`config.mk`:
```
export PLATFORM = sky130hd
export DESIGN_NAME = cs_cell_driver
export DESIGN_NICKNAME = d
export VERILOG_FILES = /design/src/rtl/cs_drv_pkg.sv /design/src/rtl/cs_cell_driver_sd_mod1.sv /design/src/rtl/cs_cell_driver.sv
export SDC_FILE = /design/constraint.sdc
export NUM_CORES = 1
export LEC_CHECK = 0
export BUFFER_PORTS_ARGS = -buffer_cell sky130_fd_sc_hd__buf_2
export CORE_MARGIN = 1.5
export CORE_UTILIZATION = 45
export CTS_CLUSTER_DIAMETER = 40
export DETAILED_ROUTE_END_ITERATION = 10
export PLACE_DENSITY = 0.66
export SYNTH_ARGS = -nofsm -noshare
export SYNTH_HDL_FRONTEND = slang
export SYNTH_SLANG_ARGS = --single-unit
```
`constraint.sdc`:
```
create_clock -name i_sys_clk -period 2.9 [get_ports i_sys_clk]
set_input_delay 0 -clock i_sys_clk [delete_from_list [all_inputs] [get_ports i_sys_clk]]
set_output_delay 0 -clock i_sys_clk [all_outputs]
set_load 0.005 [all_outputs]
```
`src/rtl/cs_drv_pkg.sv`:
```
// Shared types and constants for the current-steering cell driver.
package cs_drv_pkg;

  typedef enum logic [1:0] {
    ST_OFF  = 2'd0,
    ST_HI   = 2'd1,
    ST_LO   = 2'd2,
    ST_DEAD = 2'd3
  } state_t;

  // x^16 + x^14 + x^13 + x^11 + 1, shifted towards the MSB.
  localparam logic [15:0] LFSR_SEED = 16'hACE1;
  localparam logic [15:0] LFSR_TAPS = 16'hB400;

  function automatic int acc_w(input int w);
    return w + 2;
  endfunction

  function automatic logic [15:0] lfsr_next(input logic [15:0] s);
    return {s[14:0], ^(s & LFSR_TAPS)};
  endfunction

endpackage

```
`src/rtl/cs_cell_driver_sd_mod1.sv`:
```
// First-order sigma-delta core: accumulator and 1-bit decision, advanced on strobe.
module sd_mod1 import cs_drv_pkg::*; #(
  parameter int W = 8
) (
  input  logic                clk_i,
  input  logic                rst_i,
  input  logic                clr_i,
  input  logic                strobe_i,
  input  logic signed [W-1:0] sample_i,
  input  logic                dith_i,
  output logic                bit_o
);

  localparam int AW = acc_w(W);
  localparam int FS = 1 << (W - 1);

  logic signed [AW-1:0] acc_q, acc_d, fb;

  // The decision is taken from the accumulator before this step's update.
  assign bit_o = ~acc_q[AW-1];

  always_comb begin
    fb    = bit_o ? AW'(FS) : -AW'(FS);
    acc_d = acc_q + AW'(sample_i) + AW'($signed({1'b0, dith_i})) - fb;
  end

  always_ff @(posedge clk_i or posedge rst_i) begin
    if (rst_i) begin
      acc_q <= '0;
    end else if (clr_i) begin
      acc_q <= '0;
    end else if (strobe_i) begin
      acc_q <= acc_d;
    end
  end

endmodule

```
`src/rtl/cs_cell_driver.sv`:
```
// Sigma-delta driver for the current-steering cell with break-before-make dead time.
// Optional build macro CS_DRV_DITHER_EN adds a 1-LSB LFSR dither to the modulator input.
module cs_cell_driver import cs_drv_pkg::*; #(
  parameter int W        = 8,
  parameter int OSR      = 16,
  parameter int STEP_DIV = 4,
  parameter int DEAD_CYC = 1
) (
  input  logic                i_sys_clk,
  input  logic                i_reset,
  input  logic                i_enable,
  input  logic signed [W-1:0] i_sample,
  input  logic                i_sample_valid,
  output logic                o_sample_ready,
  output logic                o_cs_cell_hi,
  output logic                o_cs_cell_lo,
  output logic                o_underrun
);

  localparam int PW = $clog2(STEP_DIV);
  localparam int SW = (OSR > 1) ? $clog2(OSR) : 1;
  localparam int DW = (DEAD_CYC > 1) ? $clog2(DEAD_CYC) : 1;

  logic [PW-1:0]       presc_q;
  logic [SW-1:0]       step_q;
  logic                buf_full_q, buf_full_d, underrun_q;
  logic signed [W-1:0] buf_q, cur_q, mod_sample;
  state_t              state_q, target_q;
  logic [DW-1:0]       dead_q;
  logic                hi_q, lo_q;
  logic                strobe, blk_start, xfer, load, mod_bit, dith;

  assign strobe     = i_enable && (presc_q == PW'(STEP_DIV - 1));
  assign blk_start  = strobe && (step_q == '0);
  assign xfer       = i_sample_valid && !buf_full_q;
  assign load       = blk_start && buf_full_q;
  assign buf_full_d = (buf_full_q && !load) || xfer;
  // The block-start step already runs on the freshly loaded sample.
  assign mod_sample = blk_start ? (buf_full_q ? buf_q : '0) : cur_q;

  always_ff @(posedge i_sys_clk or posedge i_reset) begin
    if (i_reset) begin
      presc_q    <= '0;
      step_q     <= '0;
      buf_full_q <= 1'b0;
      underrun_q <= 1'b0;
    end else begin
      buf_full_q <= buf_full_d;
      if (blk_start && !buf_full_q) underrun_q <= 1'b1;
      if (!i_enable) begin
        presc_q <= '0;
        step_q  <= '0;
      end else begin
        presc_q <= strobe ? '0 : presc_q + 1'b1;
        if (strobe) step_q <= (step_q == SW'(OSR - 1)) ? '0 : step_q + 1'b1;
      end
    end
  end

  always_ff @(posedge i_sys_clk) begin
    if (xfer)      buf_q <= i_sample;
    if (blk_start) cur_q <= mod_sample;
  end

`ifdef CS_DRV_DITHER_EN
  logic [15:0] lfsr_q;

  always_ff @(posedge i_sys_clk or posedge i_reset) begin
    if (i_reset)     lfsr_q <= LFSR_SEED;
    else if (strobe) lfsr_q <= lfsr_next(lfsr_q);
  end

  assign dith = lfsr_q[0];
`else
  assign dith = 1'b0;
`endif

  sd_mod1 #(.W(W)) u_mod (
    .clk_i    (i_sys_clk),
    .rst_i    (i_reset),
    .clr_i    (!i_enable),
    .strobe_i (strobe),
    .sample_i (mod_sample),
    .dith_i   (dith),
    .bit_o    (mod_bit)
  );

  // A polarity change always passes through ST_DEAD with both branches off.
  always_ff @(posedge i_sys_clk or posedge i_reset) begin
    if (i_reset) begin
      state_q  <= ST_OFF;
      target_q <= ST_OFF;
      dead_q   <= '0;
      hi_q     <= 1'b0;
      lo_q     <= 1'b0;
    end else if (!i_enable) begin
      state_q <= ST_OFF;
      hi_q    <= 1'b0;
      lo_q    <= 1'b0;
    end else begin
      case (state_q)
        ST_OFF: if (strobe) begin
          state_q <= mod_bit ? ST_HI : ST_LO;
          hi_q    <= mod_bit;
          lo_q    <= !mod_bit;
        end
        ST_HI: if (strobe && !mod_bit) begin
          state_q  <= ST_DEAD;
          target_q <= ST_LO;
          dead_q   <= DW'(DEAD_CYC - 1);
          hi_q     <= 1'b0;
        end
        ST_LO: if (strobe && mod_bit) begin
          state_q  <= ST_DEAD;
          target_q <= ST_HI;
          dead_q   <= DW'(DEAD_CYC - 1);
          lo_q     <= 1'b0;
        end
        ST_DEAD: begin
          if (dead_q == '0) begin
            state_q <= target_q;
            hi_q    <= (target_q == ST_HI);
            lo_q    <= (target_q == ST_LO);
          end else begin
            dead_q <= dead_q - 1'b1;
          end
        end
        default: state_q <= ST_OFF;
      endcase
    end
  end

  assign o_sample_ready = !buf_full_q;
  assign o_cs_cell_hi   = hi_q;
  assign o_cs_cell_lo   = lo_q;
  assign o_underrun     = underrun_q;

endmodule
```
==> impl_results.rst <==
.. list-table::
   :header-rows: 1

   * - Metric
     - Value
   * - Outcome
     - completed
   * - Overflow left after global routing
     - 0
   * - Cells after Synth
     - approximately 260
   * - Net Sw Frac
     - 33.2%
   * - Area of the die
     - 0.00603 mm²
   * - Antenna violations before repair
     - 0
   * - Area used by sequential logic in the layout
     - 0.00108 mm²
   * - Antenna Nets Post-Route
     - 0
   * - Leakage power summed over all cells
     - 1.52 nW
   * - Final instance area
     - approximately 0.0034 mm²
   * - First-pass GRT wire length
     - 8830 µm
   * - Initial Util
     - 47.9%
   * - Count of endpoints failing setup in the final report
     - 0
   * - Design internal power
     - 1.27 mW
   * - Insertion delay of the later-clocked pin in the worst-skew pair
     - 0.30 ns
   * - Maximum number of pins on one net before global-route repair
     - 33
   * - Total number of clock tree sinks
     - 40
   * - Total GRT Usage
     - 18.8%
   * - Start-to-end type of the worst setup path
     - flop to flop
   * - Minimum clock period after layout
     - 2.89 ns
   * - Ordered list of cells on the worst path
     - inv_2, ha_4, nor3b_4, nand2_4, buf_6, nand2_1, nand2_2, fa_1, ha_4, a21oi_2, buf_4, buf_4, nand2b_1, mux2i_1, a22o_1
   * - Total standard cell area after synthesis
     - 0.00251 mm²
   * - Final worst-path cycle share
     - 99.8%
   * - Rel. slew slack
     - around a third
   * - CP peak stage delay
     - 0.49 ns
   * - Mapped Nets
     - approximately 300
   * - Seq pwr share
     - slightly below 40%
   * - Startpoint of the worst hold path
     - i_enable
   * - Gate power share
     - between 30 and 40%
   * - Pins Over Slew Limit
     - 0
   * - Worst Skew
     - approximately 0.0078 ns
   * - Longest Clk Path Bufs
     - 2
   * - Total DRC errors in the routed layout
     - 0
   * - Critical Path Source Type
     - flop
   * - Fillers
     - 428
   * - Crit path max-delay cell type
     - fa_1
   * - HPWL after detailed placement
     - roughly 3600 µm
   * - Endpoint of the most critical register-to-register path
     - u_mod.acc_q[9]
   * - Sequential share of the synthesized area
     - 43.1%
   * - Most used flip-flop cell after synthesis
     - dfrtp_1
   * - Kind of cell adding the most delay to the critical path
     - adder cells
   * - Req. time, crit path
     - approximately 3.1 ns
   * - Placeable core area
     - 0.00524 mm²
   * - Number of different library cells in the post-synthesis netlist
     - 46
   * - Gpl congestion
     - 0.839
   * - TritonCTS clock tree
     - yes
   * - Combined area of the multi-input logic cells
     - between 0.001 and 0.0015 mm²
   * - First-pass iteration count of the detailed router
     - 4
   * - Arithmetic-cell share of the synthesized area counting full adders, half adders and majority gates
     - 12.3%
   * - H-tree depth reported by CTS
     - 2
   * - Share of synthesized area spent on multiplexers
     - about 2.8%
   * - Number of top-level pins
     - 16
   * - Pwr Density
     - 563 mW/mm²
   * - Clock share of power
     - 24.2%
   * - Fraction of the mapped netlist area in simple logic gates
     - 17.2%
   * - Yosys warnings
     - 0
   * - Final Total Pwr
     - ~1.9 mW
   * - Initial detailed-routing violation count
     - 84
   * - Number of inserted diodes
     - 0
   * - Flops & latches, synth
     - 40
   * - DIE HEIGHT
     - 77.6 µm
   * - Class of the most critical hold timing path
     - primary input to flop
   * - Critical register-to-register path startpoint
     - step_q[0]
   * - Hold Crit Depth
     - 3
   * - Dominant combinational cell family by area after synthesis
     - simple AND/OR/NAND/NOR gates
   * - Peak clock frequency supported by timing
     - 346 MHz
   * - Clock buffer count from CTS
     - 5
   * - Mapped Avg Cell Area
     - 9.53 µm²
   * - Die width
     - between 70 and 80 µm
   * - CP bufs+invs
     - 4
   * - Async SR Flop Fraction
     - 60.0%
   * - Critical Path Sink Type
     - flop
   * - Total placed cells including tap cells
     - roughly 370
   * - Switching component of the power
     - 633 µW
   * - Cell at the root of the clock tree
     - clkbuf_8
   * - Non-filler cells in the finished layout
     - approximately 390
   * - Hold violation count in the final report
     - 0
   * - Number of buffers added on ports
     - 15
   * - Arrival @ worst endpoint
     - 3.09 ns
   * - Vias in the first global route
     - slightly below 2000
   * - Cell area reported after detailed placement
     - between 0.002 and 0.003 mm²
   * - Synth-to-layout area growth
     - 34.7%
   * - Maximum fanout count along the critical path
     - 8
   * - Wire length per cell
     - 13.5 µm
   * - Row cnt
     - 26
   * - Internal reg-to-reg setup slack
     - roughly 0.0056 ns
   * - Post-Route WL
     - 5310 µm
   * - Share of the synthesized netlist area taken by xor and xnor gates
     - 2.45%
   * - RSZ-0062 raised after global routing
     - true
   * - Setup tns final
     - 0 ns
   * - Fraction of final layout cells with drive strength greater than 1
     - 31.5%
   * - Vias per inst
     - 5.16
   * - Synth Area in Compound Gates
     - 14.8%
   * - Number of enable-type register cells in the synthesized netlist
     - 16
   * - Number of cells on the worst reg-to-reg path
     - 15
   * - Max-capacitance violation count
     - 0
   * - Hold Crit Endpoint
     - o_cs_cell_hi
   * - Worst vdd rail ir drop
     - around 0.46 mV
   * - Via Count
     - 2034
   * - Number of nets in the finished design
     - around 360
   * - Actual transition at the worst max-transition pin
     - 0.980 ns
   * - Clock slew at reported path FFs
     - 0.08 ns
==> power groups by stage <==
stage | sequential (mW) | clock (mW) | combinational, mW
after CTS | 0.745 | 0.471 | 0.658
after global routing | 0.759 | 0.497 | 0.782
after global placement | 0.751 | 0 | 0.585
after detailed placement | 0.755 | 0 | 0.597
after floorplan | 0.721 | 0 | 0.457
final | 0.744 | 0.460 | 0.699
==> how the worst max path moves through the flow <==
stage                                end  cells past startpoint       from
after floorplan           u_mod.acc_q[6]                     15  step_q[0]
after global placement    u_mod.acc_q[7]                     14  step_q[0]
after detailed placement  u_mod.acc_q[9]                     15  step_q[0]
after CTS                 u_mod.acc_q[6]                     17  step_q[0]
after global routing      u_mod.acc_q[9]                     15  step_q[0]
final                     u_mod.acc_q[9]                     15  step_q[0]
==> per-layer routing <==
layer	global-route usage (%)	vias up	share of wire [%]
met4	6.55	0	2.1
met1	23.8	963	48
met2	31.3	22	48
li1	-	1040	-
met3	4.35	9	2.0
met5	0	-	0
==> sequential cells by signal, indices dropped and copies added, names as in the netlist <==
name / cells
presc_q: 2
o_underrun: 1
target_q: 2
o_cs_cell_hi: 1
buf_full_q: 1
o_cs_cell_lo: 1
buf_q: 8
step_q: 4
u_mod.acc_q: 10
cur_q: 8
state_q: 2
==> through the flow <==
step / utilization (%) / hold WS [ns] / worst slack [ns]
6_report: 64.5 / 0.226 / 0.00564
3_5_place_dp: 54.9 / 0.178 / -0.186
4_1_cts: 61.7 / 0.218 / 0.00620
2_1_floorplan: - / 0.0146 / 0.0115
3_3_place_gp: 54.9 / 0.176 / -0.0926
5_1_grt: 64.5 / 0.232 / -0.122
==> cell usage after synthesis, types with 2 or more instances <==
master / number / area (µm²)
mux2i_1: 7 / 70.1
nand3b_1: 2 / 15.0
xor2_1: 3 / 26.3
o221ai_1: 3 / 26.3
xnor2_1: 4 / 35.0
nand3_1: 9 / 45.0
and2_1: 7 / 43.8
inv_1: 36 / 135
buf_6: 2 / 22.5
o211a_1: 3 / 30.0
a21oi_1: 14 / 70.1
o21bai_1: 2 / 15.0
o31ai_1: 2 / 15.0
clkbuf_1: 7 / 26.3
o21a_1: 4 / 30.0
ha_1: 23 / 288
nand4_1: 6 / 37.5
nand2_1: 38 / 143
o21ai_0: 8 / 40.0
a21o_1: 3 / 22.5
o22ai_1: 4 / 25.0
nor2b_1: 6 / 37.5
nor2_1: 7 / 26.3
dfrtp_1: 24 / 601
nor3b_1: 2 / 15.0
nand2b_1: 2 / 12.5
edfxtp_1: 16 / 480
==> placed cells by master (no fill, tap or decap), types with 3 or more instances in the layout <==
master	instances
nand2_1	35
buf_4	35
inv_1	27
dfrtp_1	24
edfxtp_1	16
buf_2	15
ha_1	12
a21oi_1	10
ha_4	10
nand3_1	9
dlygate4sd3_1	9
inv_2	8
mux2i_1	7
and2_1	7
nor2_1	7
nand4_1	6
o21ai_0	6
nor2b_1	5
clkbuf_8	5
xnor2_1	4
o22ai_1	4
o21a_1	4
xor2_1	3
a21o_1	3
o211a_1	3
buf_6	3
==> timing repair <==
| action | CTS | global route |
|---|---|---|
| setup buffers | 7 | 4 |
| pin swaps | 21 | 18 |
| gates resized for setup | 24 | 22 |
| hold endpoints to repair | 32 | 0 |
| setup endpoints to repair | 4 | 6 |
| hold buffers | 9 | 0 |
==> final cells by class <==
class                   instances  area share, %
flip-flops and latches         40           32.0
multi-input cells             178           44.4
clock inverters                 3           1.26
repair buffers                 62           13.7
clock buffers                   5           2.04
inverters                      36           4.07
well taps                      70           2.59
==> kinds of logic after synthesis <==
kind of cell / count (synthesis)
compound gates: 54
xor+xnor: 7
fa+ha+maj: 24
buf+inv: 45
flops: 40
mux: 7
simple gates: 86
==> worst register-to-register path, stage by stage (launching register included) <==
cell and delay (ns):
dfrtp_1 0.40, inv_2 0.09, ha_4 0.13, nor3b_4 0.26, nand2_4 0.16, buf_6 0.16
nand2_1 0.08, nand2_2 0.11, fa_1 0.49, ha_4 0.29, a21oi_2 0.06, buf_4 0.13
buf_4 0.12, nand2b_1 0.07, mux2i_1 0.07, a22o_1 0.19
No activity file was read; power rests on OpenSTA's default activity.
